--- config.mk ---
export PLATFORM = sky130hd
export DESIGN_NAME = ahbl_master_mux
export DESIGN_NICKNAME = d
export VERILOG_FILES = /design/src/rtl/ahbl_master_mux.sv
export SDC_FILE = /design/constraint.sdc
export NUM_CORES = 1
export LEC_CHECK = 0
export CORE_MARGIN = 3
export CORE_UTILIZATION = 40
export DETAILED_ROUTE_END_ITERATION = 8
export PLACE_DENSITY_LB_ADDON = 0.2
export SLEW_MARGIN = 20
export SYNTH_ARGS = -nofsm -noshare
export SYNTH_HDL_FRONTEND = slang
export SYNTH_SLANG_ARGS = --single-unit
--- constraint.sdc ---
create_clock -name HCLK -period 3.2 [get_ports HCLK]
set_input_delay 0.48 -clock HCLK [delete_from_list [all_inputs] [get_ports HCLK]]
set_output_delay 0.48 -clock HCLK [all_outputs]
set_load 0.05 [all_outputs]
--- src/rtl/ahbl_master_mux.sv ---
// ahbl_master_mux: shares one AHB-lite slave port between NUM_M AHB-lite masters.
// Each master request is captured into a hold register, arbitrated, then issued
// to the slave so that its address phase overlaps the previous data phase.
module ahbl_master_mux #(
    parameter int unsigned NUM_M    = 2,
    parameter int unsigned AW       = 32,
    parameter int unsigned DW       = 32,
    parameter int unsigned ARB_MODE = 0
) (
    input  logic                HCLK,
    input  logic                HRESETn,
    input  logic [NUM_M*AW-1:0] M_HADDR,
    input  logic [NUM_M*2-1:0]  M_HTRANS,
    input  logic [NUM_M-1:0]    M_HWRITE,
    input  logic [NUM_M*3-1:0]  M_HSIZE,
    input  logic [NUM_M*DW-1:0] M_HWDATA,
    output logic [NUM_M-1:0]    M_HREADY,
    output logic [DW-1:0]       M_HRDATA,
    output logic [AW-1:0]       HADDR,
    output logic [1:0]          HTRANS,
    output logic                HWRITE,
    output logic [2:0]          HSIZE,
    output logic [DW-1:0]       HWDATA,
    input  logic                HREADY,
    input  logic [DW-1:0]       HRDATA,
    output logic [2:0]          HMASTER
);

    localparam int unsigned IW = (NUM_M > 1) ? $clog2(NUM_M) : 1;

    localparam logic [1:0] TRANS_IDLE   = 2'b00;
    localparam logic [1:0] TRANS_BUSY   = 2'b01;
    localparam logic [1:0] TRANS_NONSEQ = 2'b10;
    localparam logic [1:0] TRANS_SEQ    = 2'b11;

    typedef enum logic [1:0] {
        ST_IDLE = 2'd0,
        ST_WAIT = 2'd1,
        ST_DATA = 2'd2
    } mst_state_t;

    mst_state_t        state      [NUM_M];
    logic [AW-1:0]     hold_addr  [NUM_M];
    logic              hold_write [NUM_M];
    logic [2:0]        hold_size  [NUM_M];

    logic [NUM_M-1:0]  req;
    logic [NUM_M-1:0]  waiting;

    logic              lo_valid;
    logic [IW-1:0]     lo_idx;
    logic              hi_valid;
    logic [IW-1:0]     hi_idx;
    logic              arb_valid;
    logic [IW-1:0]     arb_idx;

    logic              sel_valid;
    logic [IW-1:0]     sel_idx;
    logic              issue;

    logic [IW-1:0]     last_winner;
    logic              data_valid;
    logic [IW-1:0]     data_owner;

    // Address phase freeze while the slave stalls
    logic              addr_lock;
    logic              lock_valid;
    logic [IW-1:0]     lock_idx;

    // Decode requests (SEQ counts as NONSEQ; IDLE/BUSY are not requests) and WAIT flags
    always_comb begin
        req     = '0;
        waiting = '0;
        for (int i = 0; i < int'(NUM_M); i++) begin
            req[i]     = (M_HTRANS[i*2 +: 2] == TRANS_NONSEQ) ||
                         (M_HTRANS[i*2 +: 2] == TRANS_SEQ);
            waiting[i] = (state[i] == ST_WAIT);
        end
    end

    // Lowest waiting index overall, and lowest waiting index above last_winner
    always_comb begin
        lo_valid = 1'b0;
        lo_idx   = '0;
        hi_valid = 1'b0;
        hi_idx   = '0;
        for (int j = int'(NUM_M) - 1; j >= 0; j--) begin
            if (waiting[j]) begin
                lo_valid = 1'b1;
                lo_idx   = IW'(j);
                if (j > int'(last_winner)) begin
                    hi_valid = 1'b1;
                    hi_idx   = IW'(j);
                end
            end
        end
    end

    // Round-robin takes the first waiter after last_winner, wrapping to the lowest
    always_comb begin
        arb_valid = lo_valid;
        arb_idx   = lo_idx;
        if ((ARB_MODE == 1) && (NUM_M > 1) && hi_valid) begin
            arb_idx = hi_idx;
        end
    end

    assign sel_valid = addr_lock ? lock_valid : arb_valid;
    assign sel_idx   = addr_lock ? lock_idx   : arb_idx;
    assign issue     = HREADY && sel_valid;

    // Slave address phase driven from the selected hold register
    always_comb begin
        HTRANS = TRANS_IDLE;
        HADDR  = '0;
        HWRITE = 1'b0;
        HSIZE  = 3'd0;
        if (sel_valid) begin
            HTRANS = TRANS_NONSEQ;
            HADDR  = hold_addr[sel_idx];
            HWRITE = hold_write[sel_idx];
            HSIZE  = hold_size[sel_idx];
        end
    end

    // Slave data phase: write data steered from the data-phase owner
    always_comb begin
        HWDATA = '0;
        if (data_valid) begin
            HWDATA = M_HWDATA[DW*32'(data_owner) +: DW];
        end
    end

    assign HMASTER  = 3'(data_owner);
    assign M_HRDATA = HRDATA;

    // Per-master ready: stalled while waiting, follows the slave in the data phase
    always_comb begin
        M_HREADY = '1;
        for (int i = 0; i < int'(NUM_M); i++) begin
            case (state[i])
                ST_WAIT: M_HREADY[i] = 1'b0;
                ST_DATA: M_HREADY[i] = HREADY;
                default: M_HREADY[i] = 1'b1;
            endcase
        end
    end

    // Per-master state machine and hold register
    always_ff @(posedge HCLK or negedge HRESETn) begin
        if (!HRESETn) begin
            for (int i = 0; i < int'(NUM_M); i++) begin
                state[i]      <= ST_IDLE;
                hold_addr[i]  <= '0;
                hold_write[i] <= 1'b0;
                hold_size[i]  <= 3'd0;
            end
        end else begin
            for (int i = 0; i < int'(NUM_M); i++) begin
                case (state[i])
                    ST_IDLE: begin
                        if (req[i]) begin
                            state[i]      <= ST_WAIT;
                            hold_addr[i]  <= M_HADDR[i*AW +: AW];
                            hold_write[i] <= M_HWRITE[i];
                            hold_size[i]  <= M_HSIZE[i*3 +: 3];
                        end
                    end
                    ST_WAIT: begin
                        if (issue && (sel_idx == IW'(i))) begin
                            state[i] <= ST_DATA;
                        end
                    end
                    ST_DATA: begin
                        if (HREADY) begin
                            if (req[i]) begin
                                state[i]      <= ST_WAIT;
                                hold_addr[i]  <= M_HADDR[i*AW +: AW];
                                hold_write[i] <= M_HWRITE[i];
                                hold_size[i]  <= M_HSIZE[i*3 +: 3];
                            end else begin
                                state[i] <= ST_IDLE;
                            end
                        end
                    end
                    default: state[i] <= ST_IDLE;
                endcase
            end
        end
    end

    // Issue bookkeeping and address-phase freeze during slave wait states
    always_ff @(posedge HCLK or negedge HRESETn) begin
        if (!HRESETn) begin
            data_valid  <= 1'b0;
            data_owner  <= '0;
            last_winner <= IW'(NUM_M - 1);
            addr_lock   <= 1'b0;
            lock_valid  <= 1'b0;
            lock_idx    <= '0;
        end else if (HREADY) begin
            data_valid <= issue;
            addr_lock  <= 1'b0;
            if (issue) begin
                data_owner  <= sel_idx;
                last_winner <= sel_idx;
            end
        end else begin
            addr_lock  <= 1'b1;
            lock_valid <= sel_valid;
            lock_idx   <= sel_idx;
        end
    end

endmodule

; After elaboration in Yosys (flattened, before gate mapping)
; Index checks and enable logic that the tools add are counted.
[totals]
register_bits = 81
inputBits = 175
output_inout_bits = 107
wordCells = 95
[op_classes]
order_cmp = 1
n_eq_ne = 14
shift = 1
muxes = 50
n_bitwise = 2
reduce_logical = 14
[op_table]
columns = op, count
row1 = $mux W32, 9
row2 = $pmux W32 S2, 2
row3 = $shiftx A64 B7 Y32, 1
row4 = $mux W3, 8
row5 = $mux W1, 16
row6 = $mux W2, 7
row7 = $eq A2 B2 Y1 const B, 6
row8 = $pmux W2 S3, 2
row9 = $pmux W3 S2, 2
row10 = $ne A2 B2 Y1 const B, 4
row11 = $pmux W1 S2, 4
row12 = $reduce_and A2 Y1, 3
row13 = $reduce_and A3 Y1, 2
row14 = $eq A2 B1 Y1 const B, 2
row15 = $logic_not A2 Y1, 2
row16 = $ne A2 B1 Y1 const B, 2
row17 = $reduce_bool A2 Y1, 2
row18 = $logic_and A1 B1 Y1, 3
row19 = $ge A2 B2 Y1 const B, 1
row20 = $logic_or A1 B1 Y1, 2
row21 = $not A1 Y2, 1
row22 = $not A1 Y1, 1

; Depth between registers and ports, before layout
[depth]
depth_word = 9
mapped_depth = 7
mapped_depth_nobuf = 5

; Worst setup path before layout
; OpenSTA, ideal clock, no wires.
[synth_timing]
path_type = register to output
startpoint = register state[1] (netlist bit)
endpoint = output port HADDR[11]
arrival_ns = 2.018
required_time_ns = 2.720
path_slack_ns = 0.702
path_stages_with_launch = 7
n_path_buf = 2
cell_sequence = dfrtp_1 > nand2b_1 > o31ai_1 > buf_2 > buf_4 > nand2_1 > a21oi_1
[synth_via]
elab_chain_len = 9
word_cells_on_any_way = 11
[synth_rtl]
columns = item, line_no
row1 = start: declaration, 42  ; mst_state_t state [NUM_M];
row2 = start signal: indexed assignment, 153  ; state[i] <= ST_IDLE;
row3 = start signal: indexed assignment, 163  ; state[i] <= ST_WAIT;
row4 = start signal: indexed assignment, 171  ; state[i] <= ST_DATA;
row5 = $eq A2 B1 Y1 *, 77  ; waiting[i] = (state[i] == ST_WAIT);
row6 = $mux W1 *, 88  ; if (waiting[j]) begin
row7 = $mux W1, 88
row8 = $mux W1, 109  ; assign sel_idx = addr_lock ? lock_idx : arb_idx;
row9 = $not A1 Y2 (implied by the code), 120  ; HADDR = hold_addr[sel_idx];
row10 = $mux W32 (implied by the code) (3 in a row), 120
row11 = $mux W32 *, 118  ; if (sel_valid) begin
row12 = end: declaration, 19  ; output logic [AW-1:0] HADDR,
; Every way passes the cells marked *; elsewhere a longest branch is shown, timed or not. The select of a mux whose other input is x is not followed.

; Worst setup path in the final report
[layout_timing]
startpoint = register data_owner
endpoint = output port HWDATA[6]
[layout_via]
elab_chain_len = 2
[layout_rtl]
columns = item, line_no
row1 = start: declaration, 63  ; logic [IW-1:0] data_owner;
row2 = start signal: assignment, 205  ; data_owner <= sel_idx;
row3 = $shiftx A64 B7 Y32, 130  ; HWDATA = M_HWDATA[DW*32'(data_owner) +: DW];
row4 = $mux W32, 129  ; if (data_valid) begin
row5 = end: declaration, 23  ; output logic [DW-1:0] HWDATA,
; Every way passes these cells.

==> results by stage <==
Die:
- The starting density of the core is 0.421.
- The core box area is 0.0106 mm².
- The height of the chip is between 100 and 150 µm.
- The die outline width is between 100 and 150 µm.
- The die area is between 0.01 and 0.015 mm².
- The boundary pin count is between 200 and 300.
- The count of standard-cell rows is 37.

Worst setup path:
- The slowest stage of the critical path belongs to the cell sky130_fd_sc_hd__clkdlybuf4s50_1.
- In this run the worst path has a maximum fanout of 30.
- The type of the setup path with the least slack is flop to output port.
- The register-to-register setup slack is 1500 ps.
- The element type at the critical path end is an output port.
- The worst reg2reg path endpoint is data_valid$_DFFE_PN0P_.
- For this run, the slowest stage of the critical path takes around 700 ps.
- The startpoint identified for the worst register-to-register timing path is state[0]$_DFFE_PN0P_.
- The buffering stage count on the worst path with inverters included is 2.
- Grouping stages by cell kind, the critical path spends the most delay in buffers and inverters.
- The worst endpoint data arrival time is approximately 2300 ps.
- The startpoint kind of the worst setup timing path is a flop.
- The critical path goes through buf_12 -> mux2i_1 -> nor2_1 -> clkdlybuf4s50_1.
- For the worst setup path, the data required time is approximately 2700 ps.
- The number of cells on the worst reg-to-reg path is 6.

Status:
- The flow ran to the end, and the final reports show no timing, DRC or antenna violations.

Timing:
- Headroom to the max-slew limit came out at 0.507.
- Setup repair after global routing left no endpoint under its margin.
- The ratio of final minimum period to clock period is 0.880.
- The transition time at the pin with the least slew margin is roughly 740 ps.
- Clock skew on the completed layout was measured at ~13 ps.
- The number of hold violations in the final report was 0.
- The worst setup slack after layout is ~380 ps.
- Setup violations remaining at the end of the flow were counted as 0.
- The post-route setup TNS is 0 ps.
- The maximum clock frequency is about 360 MHz.
- The max-slew violation count is 0.
- The minimum clock period after layout is ~2800 ps.

Synthesis:
- The fraction of synthesis flops using an asynchronous set or reset pin is 1.00.
- The synthesis-stage register bit count is 81.
- Counting every instance in the synthesized netlist gives about 430.
- After synthesis, the cell types taking the most area are sky130_fd_sc_hd__dfrtp_1 46%, sky130_fd_sc_hd__mux2_2 16%, sky130_fd_sc_hd__mux2i_1 7.2%.
- The share of the yosys chip area belonging to registers is 0.456.
- The biggest area consumer among synthesized cells is sky130_fd_sc_hd__dfrtp_1.
- Yosys printed 0 warnings.
- The most frequent cell after synthesis is sky130_fd_sc_hd__dfrtp_1.
- The cell area that synthesis handed to floorplanning was ~0.0044 mm².
- The synthesized area divided by synthesized cell count is approximately 10 µm².
- After synthesis, the most frequently instantiated cells are 81 x sky130_fd_sc_hd__dfrtp_1, 76 x sky130_fd_sc_hd__nand2_1, 64 x sky130_fd_sc_hd__mux2_2.
- The fraction of post-synthesis cell area in the top cell type by area is 0.456.
- The number of distinct standard cells referenced by the synthesized netlist is 29.
- For this run, the leading register cell type out of synthesis is sky130_fd_sc_hd__dfrtp_1.
- The number of synthesized flops with an enable pin is 0.

Detailed routing:
- Dividing the detail-routed via count by the number of cells gives between 4 and 5.
- The detail route stage leaves a number of antenna-violating nets equal to 0.
- In the final routed layout, each cell accounts on average for ~18 µm.
- After detailed routing, the number of remaining DRC violations is 0.
- The sum of routed wire length over all layers is 13,400 µm.
- The routed layout has ~3,700 vias.
- The pre-antenna-repair detailed-routing pass consisted of 4 iterations.
- For this block, the initial DRC count from the detailed router was between 150 and 200.

Clocking:
- The number of gates resized after CTS was 0.
- TritonCTS built the clock tree.
- Clock tree synthesis selected as its root buffer the cell sky130_fd_sc_hd__clkbuf_8.
- The total setup buffers inserted after CTS is 0.
- The hold buffer count at cts is 0.
- Clock latency on the worst-skew pair, taken at its later pin, is between 300 and 400 ps.
- CTS saw around 80 sinks.
- The number of clock buffers inserted by TritonCTS is 9.
- After clock tree synthesis, the clock-pin slew on the worst setup and hold paths is roughly 90 ps.
- The number of buffers between clock root and the deepest sink is 2.
- The H-tree depth is 3.

Min path:
- The class of the worst hold path is input port to async pin.

Layout:
- The number of fill cells is between 800 and 900.
- The net count of the finished layout is 775.
- Leaving out filler cells and counting taps, the final layout contains about 740.
- The sequential cell area is approximately 0.002 mm².
- The proportion of layout cells with a drive suffix above 1 is 0.230.
- 0 antenna diodes ended up in the layout.
- The area growth from synthesis to layout is 53.8%.
- The multi-input combinational cells in the finished layout cover a total of a little under 0.002 mm².

GRT:
- The initial antenna violation count came to 0.
- The number of global-route vias before repair is roughly 4,000.
- The largest net degree at the start of global routing is ~80.
- For this run, the total global-route usage over all layers was measured as 0.216.
- The total overflow reported by the global router is 0.
- The first global-routing pass estimated around 21,000 µm of wire.

Placement:
- The estimated wirelength of the detail-placed design is around 10,000 µm.
- The number of port buffers is ~210.
- The routability-driven placement congestion ratio is roughly 0.9.
- Once placement completed, the tool counted placed cells totaling around 730.
- The worst setup slack after placement is roughly 650 ps.

Pwr:
- The switching power share of the total is 0.464.
- The analysis attributes to net switching a power of 3.53 mW.
- The relative contribution of the clock network to total power is 0.114.
- The worst-case IR drop observed on VDD is 0.687 mV.
- Summed over all cells, the static leakage comes to ~2.9 nW.
- The areal power density over the cells is roughly 1100 mW/mm².
- The share of total power dissipated in combinational logic is 0.648.
- Of the total power, registers draw 0.237.
- The internal portion of the total power is just over 4 mW.

Run:
- The max-capacitance violation count is 0.
-- cell families (layout without fill, tap and decap cells) --
kind of cell / Yosys count / in the layout / synth area share
muxes: 105 / 105 / 0.257
DFF: 81 / 81 / 0.456
buffers and inverters: 68 / 245 / 0.107
and+or+nand+nor: 121 / 121 / 0.109
AOI/OAI and AO/OA: 50 / 50 / 0.0693
other: 1 / 3 / 0.000844
-- power by group through the flow --
| stage | Sequential, mW | Clock, mW | Combinational [mW] |
|---|---|---|---|
| after detailed placement | 1.83 | 0 | 4.98 |
| after floorplan | 1.73 | 0 | 3.28 |
| after global routing | 1.87 | 0.940 | 5.22 |
| after global placement | 1.79 | 0 | 4.93 |
| final | 1.81 | 0.870 | 4.93 |
| after CTS | 1.81 | 0.902 | 4.99 |
-- through the flow --
step	area, µm²	util	hold slack [ps]	power, mW
3_3_place_gp	6590	0.624	468	6.72
3_5_place_dp	6590	0.624	475	6.80
5_1_grt	6830	0.647	202	8.03
4_1_cts	6830	0.647	329	7.70
6_report	6830	0.647	148	7.61
2_1_floorplan	4450	-	184	5.02
-- sequential cells by signal, indices dropped and copies added, names as in the netlist, 2 cells and up --
register,count
hold_write,2
hold_addr,64
hold_size,6
state,4
-- metal layers --
metal,wire (µm),up-vias,GRT usage
met2,6740,145,0.372
met4,321,0,0.0706
met1,5250,1757,0.256
met3,1130,33,0.0701
li1,-,1743,-
met5,0,-,0
-- how the worst max path moves through the flow --
stage | from | end | slack (ps) | cells past startpoint
floorplan | state[1]$_DFFE_PN0P_ | HADDR[11] | 700 | 6
global placement | M_HWDATA[2] | HWDATA[2] | 670 | 4
detailed placement | M_HWDATA[10] | HWDATA[10] | 650 | 4
CTS | data_owner$_DFFE_PN0P_ | HWDATA[6] | 390 | 4
global route | data_owner$_DFFE_PN0P_ | HWDATA[6] | 330 | 4
finish | data_owner$_DFFE_PN0P_ | HWDATA[6] | 380 | 4
-- cells in the final DEF, fill, tap and decap left out --
cell / instances
sky130_fd_sc_hd__a211oi_4: 1
sky130_fd_sc_hd__a21o_1: 1
sky130_fd_sc_hd__a21oi_1: 37
sky130_fd_sc_hd__a22o_1: 1
sky130_fd_sc_hd__a31oi_4: 1
sky130_fd_sc_hd__a41o_1: 2
sky130_fd_sc_hd__and2_1: 1
sky130_fd_sc_hd__and2b_1: 1
sky130_fd_sc_hd__and3b_2: 1
sky130_fd_sc_hd__buf_12: 23
sky130_fd_sc_hd__buf_4: 27
sky130_fd_sc_hd__buf_6: 1
sky130_fd_sc_hd__bufinv_16: 2
sky130_fd_sc_hd__clkbuf_8: 11
sky130_fd_sc_hd__clkdlybuf4s50_1: 173
sky130_fd_sc_hd__clkinv_4: 1
sky130_fd_sc_hd__clkinvlp_4: 1
sky130_fd_sc_hd__conb_1: 3
sky130_fd_sc_hd__dfrtp_1: 80
sky130_fd_sc_hd__dfrtp_2: 1
sky130_fd_sc_hd__inv_1: 4
sky130_fd_sc_hd__inv_4: 1
sky130_fd_sc_hd__inv_6: 1
sky130_fd_sc_hd__mux2_1: 9
sky130_fd_sc_hd__mux2_2: 64
sky130_fd_sc_hd__mux2i_1: 32
sky130_fd_sc_hd__nand2_1: 76
sky130_fd_sc_hd__nand2b_1: 3
sky130_fd_sc_hd__nor2_1: 35
sky130_fd_sc_hd__nor2b_1: 2
sky130_fd_sc_hd__nor3b_1: 1
sky130_fd_sc_hd__o21ai_0: 5
sky130_fd_sc_hd__o31ai_4: 2
sky130_fd_sc_hd__or2_2: 1
-- area by class of cell --
cell class                 count  share of cell area
sequential                    81               0.297
clock inverter                 5              0.0125
timing repair buffer         224               0.352
inverter                       5             0.00311
multi-input combinational    279               0.288
tap                          136              0.0249
clock buffer                  11              0.0222
(Power assumes the default switching activity.)
